**config.mk**
```make
export PLATFORM = sky130hd
export DESIGN_NAME = prog_loader
export DESIGN_NICKNAME = d
export VERILOG_FILES = /design/src/rtl/prog_loader.sv
export SDC_FILE = /design/constraint.sdc
export NUM_CORES = 1
export LEC_CHECK = 0
export CORE_MARGIN = 2
export CORE_UTILIZATION = 55
export DETAILED_ROUTE_END_ITERATION = 6
export PLACE_DENSITY = 0.81
export SYNTH_ARGS = -nofsm -noshare
export SYNTH_HDL_FRONTEND = slang
export SYNTH_SLANG_ARGS = --single-unit
```
**constraint.sdc**
```tcl
create_clock -name clk -period 3.2 [get_ports clk]
set_input_delay 0.64 -clock clk [delete_from_list [all_inputs] [get_ports clk]]
set_output_delay 0.64 -clock clk [all_outputs]
set_load 0.02 [all_outputs]
```
**src/rtl/prog_loader.sv**
```systemverilog
// prog_loader: boot-time program loader placed in front of the CPU core.
// Receives a framed byte stream (HDR, LEN, LEN payload bytes, CSUM) over a
// valid/ready handshake and writes the payload into the CPU memory starting
// at address 0. The CPU is released from reset only when the 8-bit additive
// checksum of the payload matches; otherwise it stays in reset and err is set.
//
// Ports:
//   clk        in   rising-edge system clock
//   reset      in   asynchronous active-high reset
//   in_valid   in   upstream byte valid
//   in_data    in   upstream byte
//   in_ready   out  loader accepts a byte (IDLE, LEN, DATA, CSUM)
//   restart    in   one-cycle pulse, re-arms the loader from RUN or ERR
//   mem_we     out  registered memory write strobe, one cycle per payload byte
//   mem_addr   out  registered memory write address
//   mem_wdata  out  registered memory write data
//   cpu_reset  out  registered CPU reset, 1 = CPU held in reset
//   done       out  registered, load succeeded and CPU running
//   err        out  registered, load failed (zero length or bad checksum)
module prog_loader #(
  parameter int unsigned ADDR_W = 8,
  parameter int unsigned DATA_W = 8,
  parameter logic [DATA_W-1:0] HDR = 8'hA5
) (
  input  logic              clk,
  input  logic              reset,
  input  logic              in_valid,
  input  logic [DATA_W-1:0] in_data,
  output logic              in_ready,
  input  logic              restart,
  output logic              mem_we,
  output logic [ADDR_W-1:0] mem_addr,
  output logic [DATA_W-1:0] mem_wdata,
  output logic              cpu_reset,
  output logic              done,
  output logic              err
);

  typedef enum logic [2:0] {
    S_IDLE = 3'd0,
    S_LEN  = 3'd1,
    S_DATA = 3'd2,
    S_CSUM = 3'd3,
    S_RUN  = 3'd4,
    S_ERR  = 3'd5
  } state_t;

  state_t             state_r, state_s;
  logic [DATA_W-1:0]  cnt_r, cnt_s;
  logic [ADDR_W-1:0]  idx_r, idx_s;
  logic [DATA_W-1:0]  sum_r, sum_s;
  logic               we_s;
  logic [ADDR_W-1:0]  addr_s;
  logic [DATA_W-1:0]  wdata_s;
  logic               accept_s;
  logic [ADDR_W-1:0]  last_idx_s;

  // Ready is a pure decode of the state register: the loader stops
  // accepting bytes once it has reached a final state.
  assign in_ready = (state_r == S_IDLE) || (state_r == S_LEN) ||
                    (state_r == S_DATA) || (state_r == S_CSUM);

  assign accept_s   = in_valid && in_ready;
  assign last_idx_s = ADDR_W'(cnt_r - {{(DATA_W-1){1'b0}}, 1'b1});

  // Next-state, frame bookkeeping and write-port next values.
  always_comb begin
    state_s = state_r;
    cnt_s   = cnt_r;
    idx_s   = idx_r;
    sum_s   = sum_r;
    we_s    = 1'b0;
    addr_s  = mem_addr;
    wdata_s = mem_wdata;
    case (state_r)
      S_IDLE: begin
        if (accept_s && (in_data == HDR)) begin
          state_s = S_LEN;
        end else begin
          state_s = S_IDLE;
        end
      end
      S_LEN: begin
        if (accept_s) begin
          if (in_data == {DATA_W{1'b0}}) begin
            state_s = S_ERR;
          end else begin
            cnt_s   = in_data;
            idx_s   = {ADDR_W{1'b0}};
            sum_s   = {DATA_W{1'b0}};
            state_s = S_DATA;
          end
        end else begin
          state_s = S_LEN;
        end
      end
      S_DATA: begin
        if (accept_s) begin
          we_s    = 1'b1;
          addr_s  = idx_r;
          wdata_s = in_data;
          sum_s   = sum_r + in_data;
          // idx is left at the last address instead of stepping past LEN-1.
          if (idx_r == last_idx_s) begin
            state_s = S_CSUM;
          end else begin
            idx_s   = idx_r + {{(ADDR_W-1){1'b0}}, 1'b1};
            state_s = S_DATA;
          end
        end else begin
          state_s = S_DATA;
        end
      end
      S_CSUM: begin
        if (accept_s) begin
          if (in_data == sum_r) begin
            state_s = S_RUN;
          end else begin
            state_s = S_ERR;
          end
        end else begin
          state_s = S_CSUM;
        end
      end
      S_RUN: begin
        if (restart) begin
          state_s = S_IDLE;
        end else begin
          state_s = S_RUN;
        end
      end
      S_ERR: begin
        if (restart) begin
          state_s = S_IDLE;
        end else begin
          state_s = S_ERR;
        end
      end
      default: begin
        state_s = S_IDLE;
      end
    endcase
  end

  // State register.
  always_ff @(posedge clk or posedge reset) begin
    if (reset) begin
      state_r <= S_IDLE;
    end else begin
      state_r <= state_s;
    end
  end

  // Frame counters and running checksum.
  always_ff @(posedge clk or posedge reset) begin
    if (reset) begin
      cnt_r <= {DATA_W{1'b0}};
      idx_r <= {ADDR_W{1'b0}};
      sum_r <= {DATA_W{1'b0}};
    end else begin
      cnt_r <= cnt_s;
      idx_r <= idx_s;
      sum_r <= sum_s;
    end
  end

  // Registered memory write port; address and data hold between strobes.
  always_ff @(posedge clk or posedge reset) begin
    if (reset) begin
      mem_we    <= 1'b0;
      mem_addr  <= {ADDR_W{1'b0}};
      mem_wdata <= {DATA_W{1'b0}};
    end else begin
      mem_we    <= we_s;
      mem_addr  <= addr_s;
      mem_wdata <= wdata_s;
    end
  end

  // Status outputs are registered from the next state so they change on
  // the same edge the state register enters RUN or ERR.
  always_ff @(posedge clk or posedge reset) begin
    if (reset) begin
      cpu_reset <= 1'b1;
      done      <= 1'b0;
      err       <= 1'b0;
    end else begin
      cpu_reset <= (state_s != S_RUN);
      done      <= (state_s == S_RUN);
      err       <= (state_s == S_ERR);
    end
  end

endmodule

```
; Word-level counts from Yosys, hierarchy flattened
; Cells that the tools add are included.
[classes]
shifts = 0
add_sub_neg = 3
n_mux = 19
mul = 0
eq_ne = 15
n_div = 0
order_cmp = 0
bitwise_logic = 1
reduce_logical = 12
[op_table]
columns = cell, count
row1 = 8-bit two-way mux, 5
row2 = 8-bit case mux with 2 select lines, 2
row3 = 3-bit two-way mux, 6
row4 = 3-bit case mux with 6 select lines, 1
row5 = 8-bit == test, 2
row6 = "3-bit == test, second input constant", 4
row7 = "8-bit by 1-bit adder with 8-bit output, second input constant", 1
row8 = 8-bit adder, 1
row9 = "8-bit == test, second input constant", 1
row10 = 8-bit zero test, 1
row11 = "2-bit inequality test, second input constant", 4
row12 = "8-bit by 1-bit subtractor with 8-bit output, second input constant", 1
row13 = "3-bit by 2-bit == test with 1-bit output, second input constant", 2
row14 = 1-bit two-way mux, 5
row15 = 5-bit AND reduction, 1
row16 = 4-bit AND reduction, 1
row17 = "3-bit by 1-bit == test with 1-bit output, second input constant", 1
row18 = 3-bit zero test, 1
row19 = 1-bit logical OR, 3
row20 = "3-bit inequality test, second input constant", 1
row21 = 3-bit AND reduction, 1
row22 = 1-bit logical AND, 2
row23 = 2-bit AND reduction, 1
row24 = 2-bit nonzero test, 1
row25 = 1-bit inverter, 1
[totals]
output_inout_bits = 21
input_bits = 12
mem_count = 0
ram_bits = 0
register_bits = 47
latchBits = 0
wordCells = 60
rom_bits = 0

; Depth between registers and ports, before layout
; Gate-level depths: netlist (run 1).
[depth]
depth_word = 9
ltp_mapped = 9
depth_no_buf = 9

; Least setup slack after synthesis (run 1)
; No wires, ideal clock.
[synth_path]
path_type = register -> register
start = register cnt_r[0]
end = register idx_r[4]
required_ns = 3.123
synth_period_minus_slack_ns = 2.245
arrival_time_ns = 2.168
path_buffers = 1
slack_ns = 0.955
setup_time_ns = 0.077
path_stages_with_launch = 8
cell_sequence = dfrtp_1 or4_4 o211a_1 a311oi_2 a211oi_2 buf_6 or3_1 a21oi_1
[synth_between]
elab_chain_len = 4
[synth_lines]
columns = element, line
row1 = from (decl), 49  ; logic [DATA_W-1:0] cnt_r, cnt_s;
row2 = from (signal assigned), 157  ; cnt_r <= {DATA_W{1'b0}};
row3 = from (signal assigned), 161  ; cnt_r <= cnt_s;
row4 = 8-bit by 1-bit subtractor with 8-bit output, 64  ; assign last_idx_s = ADDR_W'(cnt_r - {{(DATA_W-1){1'b0}}, 1'b1});
row5 = 8-bit == test, 104  ; if (idx_r == last_idx_s) begin
row6 = 2-bit inequality test (no source line), n/a
row7 = 5-bit AND reduction (no source line), n/a
row8 = to (signal assigned), 158  ; idx_r <= {ADDR_W{1'b0}};
row9 = to (signal assigned), 162  ; idx_r <= idx_s;
row10 = to (decl), 50  ; logic [ADDR_W-1:0] idx_r, idx_s;
; No other way between the ends.
; A chain may end at the register's enable or synchronous reset.

; Final worst setup path (run 1)
[layout_path]
start = input port in_data[1]
end = register sum_r[7]
[layout_between]
elab_chain_len = 3
word_cells_on_any_way = 6
classes_between = 1 x add/sub / 1 x eq/ne / 2 x mux / 2 x reduce/logical
[layout_lines]
columns = element, line
row1 = from (decl), 28  ; input logic [DATA_W-1:0] in_data,
row2 = 8-bit adder or 8-bit zero test (tied branches), "102, 85"
row3 = 8-bit two-way mux or 2-bit inequality test (tied branches), n/a
row4 = 8-bit case mux with 2 select lines or 4-bit AND reduction (tied branches), n/a
row5 = to (signal assigned), 159  ; sum_r <= {DATA_W{1'b0}};
row6 = to (signal assigned), 163  ; sum_r <= sum_s;
row7 = to (decl), 51  ; logic [DATA_W-1:0] sum_r, sum_s;
; Parallel ways exist; a longest one is shown, timed or not. The select of a mux whose other input is x is not followed.

==> results of run 1 <==
==> where the power goes <==
part	switching, mW	total [mW]	internal, mW
clock network	0.216	0.453	0.237
registers	0.204	0.996	0.792
logic	0.618	1.13	0.511
total	1.04	2.58	1.54
==> worst reg2reg max path, delay by kind of cell, from the launching register on <==
family	cells	cell delay, ps
flops	1	450
simple gates	2	910
compound gates	4	1110
==> final cells by class <==
type | count | area, um^2
inverters | 10 | 37.5
repair buffers | 40 | 380
clock inverters | 3 | 47.5
multi-input cells | 220 | 1280
clock buffers | 5 | 68.8
fillers | 350 | 1360
flip-flops and latches | 47 | 1180
well taps | 52 | 65.1
==> per-layer routing <==
| metal | GRT usage [%] | vias to the layer above |
|---|---|---|
| met5 | 0 | - |
| met4 | 9.64 | 0 |
| met3 | 4.72 | 10 |
| met2 | 40.4 | 61 |
| met1 | 34.1 | 1050 |
| li1 | - | 1063 |
==> worst paths after layout <==
path                              from           to  slack (ps)  cells after the start
setup / recovery            in_data[1]     sum_r[7]         610                      8
hold / removal             mem_addr[0]  mem_addr[0]         480                      2
setup reg to reg              cnt_r[2]     idx_r[3]         670                      6
hold reg to reg            mem_addr[0]  mem_addr[0]         480                      2
max in group asynchronous        reset         done        1730                      2
min in group asynchronous        reset       mem_we         870                      2
==> cell usage after synthesis (4+ instances only) <==
cell type	number
dfrtp_1	46
a21oi_1	14
nand2b_1	4
nor4_1	4
nand2_1	78
xnor2_1	8
xor2_1	5
ha_1	9
nand4_1	4
nor2_1	14
inv_1	10
and3_1	4
o21ai_0	18
nand3_1	14
clkbuf_1	7
o211a_1	4
==> registers in the layout, summed over array words and instances (netlist names) <==
| name | cells |
|---|---|
| done | 1 |
| sum_r | 8 |
| cnt_r | 8 |
| cpu_reset | 1 |
| err | 1 |
| state_r | 3 |
| mem_we | 1 |
| mem_wdata | 8 |
| mem_addr | 8 |
| idx_r | 8 |
==> metrics by stage <==
step | hold WS (ps) | setup slack (ps) | power, mW
6_report | 480 | 606 | 2.58
5_1_grt | 509 | 353 | 2.79
4_1_cts | 486 | 623 | 2.58
3_5_place_dp | 463 | 333 | 2.11
3_3_place_gp | 458 | 433 | 2.06
2_1_floorplan | 466 | 955 | 1.77
==> logic make-up (layout without fill, tap and decap cells) <==
kind of cell,count (synthesis),in the layout
xor+xnor,13,13
simple gates,141,141
mux,3,3
compound gates,53,53
fa+ha+maj,10,10
flops,47,47
buf+inv,22,58
==> results by group, run 1 <==
Detailed routing
  – Drt wl/cell: 15.5 um
  – Drt total wl: 5860 um
  – DRT iter0 DRCs: 211
  – DRC Markers: 0
  – Met2 WL: 2900 um
  – DR pass1 iterations: 4
  – Via count: 2184
  – Final ANT Viol Nets: 0
  – M1 WL: 2590 um
  – Max layer used: met4
  – WL met3: 279 um
  – Via density: 5.79

Worst setup path
  – Buffers & Inverters on Critical Path: 1
  – Crit-path most repeated cell: mux2i_1
  – Crit-path slowest cell: clkdlybuf4s50_1
  – Crit-path leading delay family: compound AO/OA/AOI/OAI gates
  – CP max stage delay: 520 ps
  – Max FO, Critical Path: 5
  – Crit path required time: 3430 ps
  – CP Capture Type: register
  – Crit path DAT: 2830 ps
  – Crit start category: input pin
  – Crit path kind: input pin to register
  – CP Cell Sequence: clkdlybuf4s50_1, ha_1, a21oi_1, o21ai_0, o211a_1, o41ai_1, mux2i_1, mux2i_1

Clocking
  – Post-CTS Setup Bufs: 0
  – Clock buffer depth: 2
  – CTS tree: built
  – H-Tree Depth: 2
  – Hold buffer count at CTS: 0
  – Post_cts resized: 0
  – CTS Buf Count: 5
  – Root buf cell: clkbuf_8
  – Clk sink count: 47
  – Worst skew pair latency: 310 ps
  – Worst-path clk slew: 90 ps

Power
  – LEAKAGE: 1.48 nW
  – PwrDens: 843 mW/mm^2
  – Maximum VDD drop: 0.551 mV

Status
  – Status: complete, no violations

Logic synthesis
  – Post-Syn Nets: 311
  – Synthesized area: 0.00257 mm^2
  – Sequential fraction of the synthesis area: 45.8%
  – Post-synth top area cell: dfrtp_1
  – Post-synth top area share: 44.8%
  – Multiplexer share of the synthesized area: 1.17%
  – Ys flop type: dfrtp_1
  – Simple-gate share of the synthesized area: 25.6%
  – EDFF count, synth: 0
  – Largest family of logic cells by synthesized area: simple AND/OR/NAND/NOR gates
  – Register bit count reported by yosys: 47
  – Synth Area in Adders: 5.16%
  – Syn Area/Cell: 8.89 um^2
  – Synth top area cells: dfrtp_1 (45%), nand2_1 (11%), ha_1 (4.4%)
  – YS warnings: 0
  – Synthesized instance count: 289
  – Post-synthesis async set-or-reset flop share: 100%
  – Netlist cell types: 44
  – Post-synthesis xor/xnor area fraction: 4.43%
  – Compound-Gate Fraction of Synth Area: 13.5%

Global routing
  – Largest net degree at the start of global routing: 48
  – Initial antenna violation count: 0
  – Vias in the first global route: 2187
  – GRT Util Overall: 25.2%
  – First-pass GRT wire length: 10300 um
  – Final global-route overflow total: 0

Run
  – Max Cap Viol: 0

Cells and area
  – Non-Filler Instances: 377
  – Antenna Cells: 0
  – Area Overhead vs Synth: 19.1%
  – Nets: 346
  – Share of layout cells above drive strength 1: 8.31%
  – Most used cells in the layout excluding fill and tap cells: nand2_1 (78), dfrtp_1 (46), clkdlybuf4s50_1 (32), o21ai_0 (18)
  – Most common cell after layout, fill and taps aside: nand2_1
  – Utilization after layout: 69.3%
  – Design area: 0.00306 mm^2

Die
  – Die area: 0.00523 mm^2
  – Core Rows: 24
  – DIE WIDTH: 72.3 um
  – Die H: 72.3 um
  – I/O pins: 33
  – CORE AREA: 0.00441 mm^2
  – Initial Util: 58.2%

Timing
  – RSZ-0062 raised after global routing: false
  – Minimum clock period: 2590 ps
  – Final slew viol count: 0
  – Endpoints failing hold: 0
  – Worst-Margin Slew: 957 ps
  – Total negative setup slack: 0 ps
  – FMAX: 0.385 GHz
  – Setup Viol. Count Final: 0
  – Period utilization: 81.1%
  – Clock skew: 6.82 ps
  – Relative slew slack: 36.1%

Placed design
  – Global placement routability congestion: 0.885
  – Cell area after placement: 0.00294 mm^2
  – Placed insts: 369
  – DPL Wire Length: 4050 um
  – PortBufs: 32

Hold path
  – Type of the most critical hold path: register to register
Power figures use the tool's default switching activity.
==> run 2: changes to the inputs <==
--- a/config.mk
+++ b/config.mk
@@ -6,9 +6,9 @@
 export NUM_CORES = 1
 export LEC_CHECK = 0
 export CORE_MARGIN = 2
-export CORE_UTILIZATION = 55
+export CORE_UTILIZATION = 50
 export DETAILED_ROUTE_END_ITERATION = 6
-export PLACE_DENSITY = 0.81
+export PLACE_DENSITY = 0.78
 export SYNTH_ARGS = -nofsm -noshare
 export SYNTH_HDL_FRONTEND = slang
 export SYNTH_SLANG_ARGS = --single-unit
==> constraint.sdc (replaced) <==
create_clock -name clk -period 2.3 [get_ports clk]
set_input_delay 0.46 -clock clk [delete_from_list [all_inputs] [get_ports clk]]
set_output_delay 0.46 -clock clk [all_outputs]
set_load 0.02 [all_outputs]
==> run 2 against run 1 <==
Effect of this change:
- flip-flop and latch count stayed put
- clock power is 31% higher
- global-route usage is 0.90 points lower
- final cell count is 15% higher
- the run now ends with negative setup slack left
- setup slack worse by 680 ps
- critical path depth is 2 lower
- non-clock buffer count is 37 higher
- critical endpoint is now idx_r[7]
- sequential power is 38% higher
- via count is 6.7% higher
- total power is 54% higher
- register-to-register slack worse by 750 ps
- first-iteration DRC count is 50% lower
==> results by group, run 2 (synthesis results as in run 1) <==
Status
  – Status: finished with violations
  – Failing checks: negative setup slack

Worst setup path
  – Max FO, Critical Path: 6 (+1)
  – Crit path kind: register to register
  – CP Cell Sequence: or4_4, o211a_1, a311oi_4, a211oi_2, or4_1, nand2_1
  – Crit path required time: 2550 ps (-880 ps)
  – Crit path from: cnt_r[3]
  – CP Capture Type: register
  – Buffers & Inverters on Critical Path: 0 (-1)
  – Crit start category: register
  – CP max stage delay: 590 ps (+70 ps)
  – Worst R2R Start: cnt_r[3]
  – Crit path DAT: 2630 ps (-200 ps)
  – Crit-path leading delay family: simple AND/OR/NAND/NOR gates
  – Crit-path slowest cell: or4_4

Clocking
  – Clock buffer depth: 2 (unchanged)
  – CTS Buf Count: 5 (unchanged)
  – Clk sink count: 47 (unchanged)
  – Root buf cell: clkbuf_8
  – Hold buffer count at CTS: 0 (unchanged)
  – Worst-path clk slew: 90 ps (about the same)
  – CTS tree: built
  – H-Tree Depth: 2 (unchanged)
  – Worst skew pair latency: 310 ps (about the same)

Cells and area
  – Non-Filler Instances: 432 (+15%)
  – Most used cells in the layout excluding fill and tap cells: nand2_1 (78), dfrtp_1 (46), buf_4 (45), clkdlybuf4s50_1 (31)
  – Utilization after layout: 68.8% (-0.54 points)
  – Antenna Cells: 0 (unchanged)
  – Most common cell after layout, fill and taps aside: nand2_1
  – Area Overhead vs Synth: 35.0%
  – Nets: 384 (+11%)
  – Share of layout cells above drive strength 1: 20.4% (+12 points)

Global routing
  – Vias in the first global route: 2136 (-2.3%)
  – Initial antenna violation count: 0 (unchanged)
  – First-pass GRT wire length: 10300 um (+0.13%)
  – GRT Util Overall: 24.3% (-0.90 points)
  – Final global-route overflow total: 0 (unchanged)
  – Largest net degree at the start of global routing: 22 (-54%)

Die
  – Core Rows: 26 (+8.3%)
  – DIE WIDTH: 75.7 um (+4.6%)
  – Die H: 75.7 um (+4.6%)
  – Initial Util: 50.9% (-7.2 points)
  – CORE AREA: 0.00504 mm^2 (+14%)
  – I/O pins: 33 (unchanged)
  – Die area: 0.00573 mm^2 (+9.4%)

Power
  – Maximum VDD drop: 0.612 mV (+11%)
  – PwrDens: 1150 mW/mm^2 (+36%)
  – LEAKAGE: 1.68 nW (+13%)

Placed design
  – Placed insts: 422 (+14%)
  – PortBufs: 32 (unchanged)
  – DPL Wire Length: 4550 um (+12%)
  – Global placement routability congestion: 0.892 (+0.72%)

Timing
  – Worst-Margin Slew: 601 ps (-356 ps)
  – Total negative setup slack: -359 ps (-359 ps)
  – Final slew viol count: 0 (unchanged)
  – Setup Viol. Count Final: 7 (+7)
  – RSZ-0062 raised after global routing: true
  – Setup ws final: -77.0 ps (-683 ps)
  – Clock skew: 4.49 ps (-2.33 ps)
  – Endpoints failing hold: 0 (unchanged)
  – FMAX: 0.421 GHz
  – Period utilization: 103%
  – Relative slew slack: 59.7% (+24 points)
  – Minimum clock period: 2380 ps

Detailed routing
  – Drt total wl: 6450 um (+10%)
  – Final ANT Viol Nets: 0 (unchanged)
  – Via count: 2331 (+6.7%)
  – DR pass1 iterations: 4 (unchanged)
  – Drt wl/cell: 14.9 um (-3.9%)
  – Via density: 5.40 (-6.9%)
  – DRC Markers: 0 (unchanged)
  – DRT iter0 DRCs: 105 (-50%)

Hold path
  – Type of the most critical hold path: input pin to asynchronous set/reset pin

Run
  – Max Cap Viol: 0 (unchanged)
-- run 2: changes by cell type in the layout (fill, tap and decap cells not counted), sizes merged --
cell | previous run | this run
clkinv | 1 | 0
clkbuf | 5 | 6
buf | 8 | 45
a211oi | 1 | 2
dlymetal6s2s | 0 | 1
clkdlybuf4s50 | 32 | 31
inv | 11 | 10
-- run 2: where the power goes --
group | internal, mW | switching (mW) | total (mW)
clock network | 0.319 | 0.276 | 0.594
logic | 0.975 | 1.04 | 2.01
registers | 1.10 | 0.261 | 1.37
-- run 2: metal layers --
metal	wire, um	share of wire (%)	up-vias	GRT usage [%]
met5	0	0	-	0
met4	189	2.9	0	10.3
met3	228	3.5	15	4.50
met2	3190	49	60	39.3
met1	2850	44	1110	32.1
li1	-	-	1146	-
-- run 2: layout make-up --
cell class	count	area, um^2
inverters	10	37.5
fillers	390	1580
clock inverters	1	30.0
multi-input cells	221	1400
flip-flops and latches	47	1180
well taps	70	87.6
clock buffers	6	72.6
repair buffers	77	661
-- run 2: what timing repair did --
| action | in CTS | in global routing |
|---|---|---|
| setup endpoints to repair | 9 | 14 |
| gates cloned | 1 | 0 |
| resized for setup | 11 | 12 |
| setup buffers | 1 | 2 |
| pin swaps | 13 | 11 |
-- run 2: worst register-to-register path: cells and delay by family, from the launching register on --
kind,cells,cell delay (ps)
AOI/OAI and AO/OA,3,840
DFF,1,380
and+or+nand+nor,3,1090
-- run 2: final timing paths --
path | endpoint | slack (ps) | cells after the start
max | idx_r[7] | -80 | 6
min | mem_addr[0] | 470 | 2
max reg2reg | idx_r[7] | -80 | 6
min reg2reg | mem_addr[2] | 480 | 2
max in group asynchronous | cpu_reset | 1180 | 3
min in group clk | mem_addr[2] | 480 | 2
-- run 2: stage by stage --
| stage | total power, mW | area [um^2] | setup slack [ps] | hold WS (ps) |
|---|---|---|---|---|
| after detailed placement | 3.18 | 3230 | -344 | 462 |
| after global placement | 3.11 | 3230 | -259 | 459 |
| after global routing | 4.29 | 3470 | -161 | 510 |
| final | 3.97 | 3470 | -77.0 | 470 |
| after floorplan | 2.46 | 2570 | 54.8 | 466 |
| after CTS | 3.87 | 3410 | -9.41 | 483 |
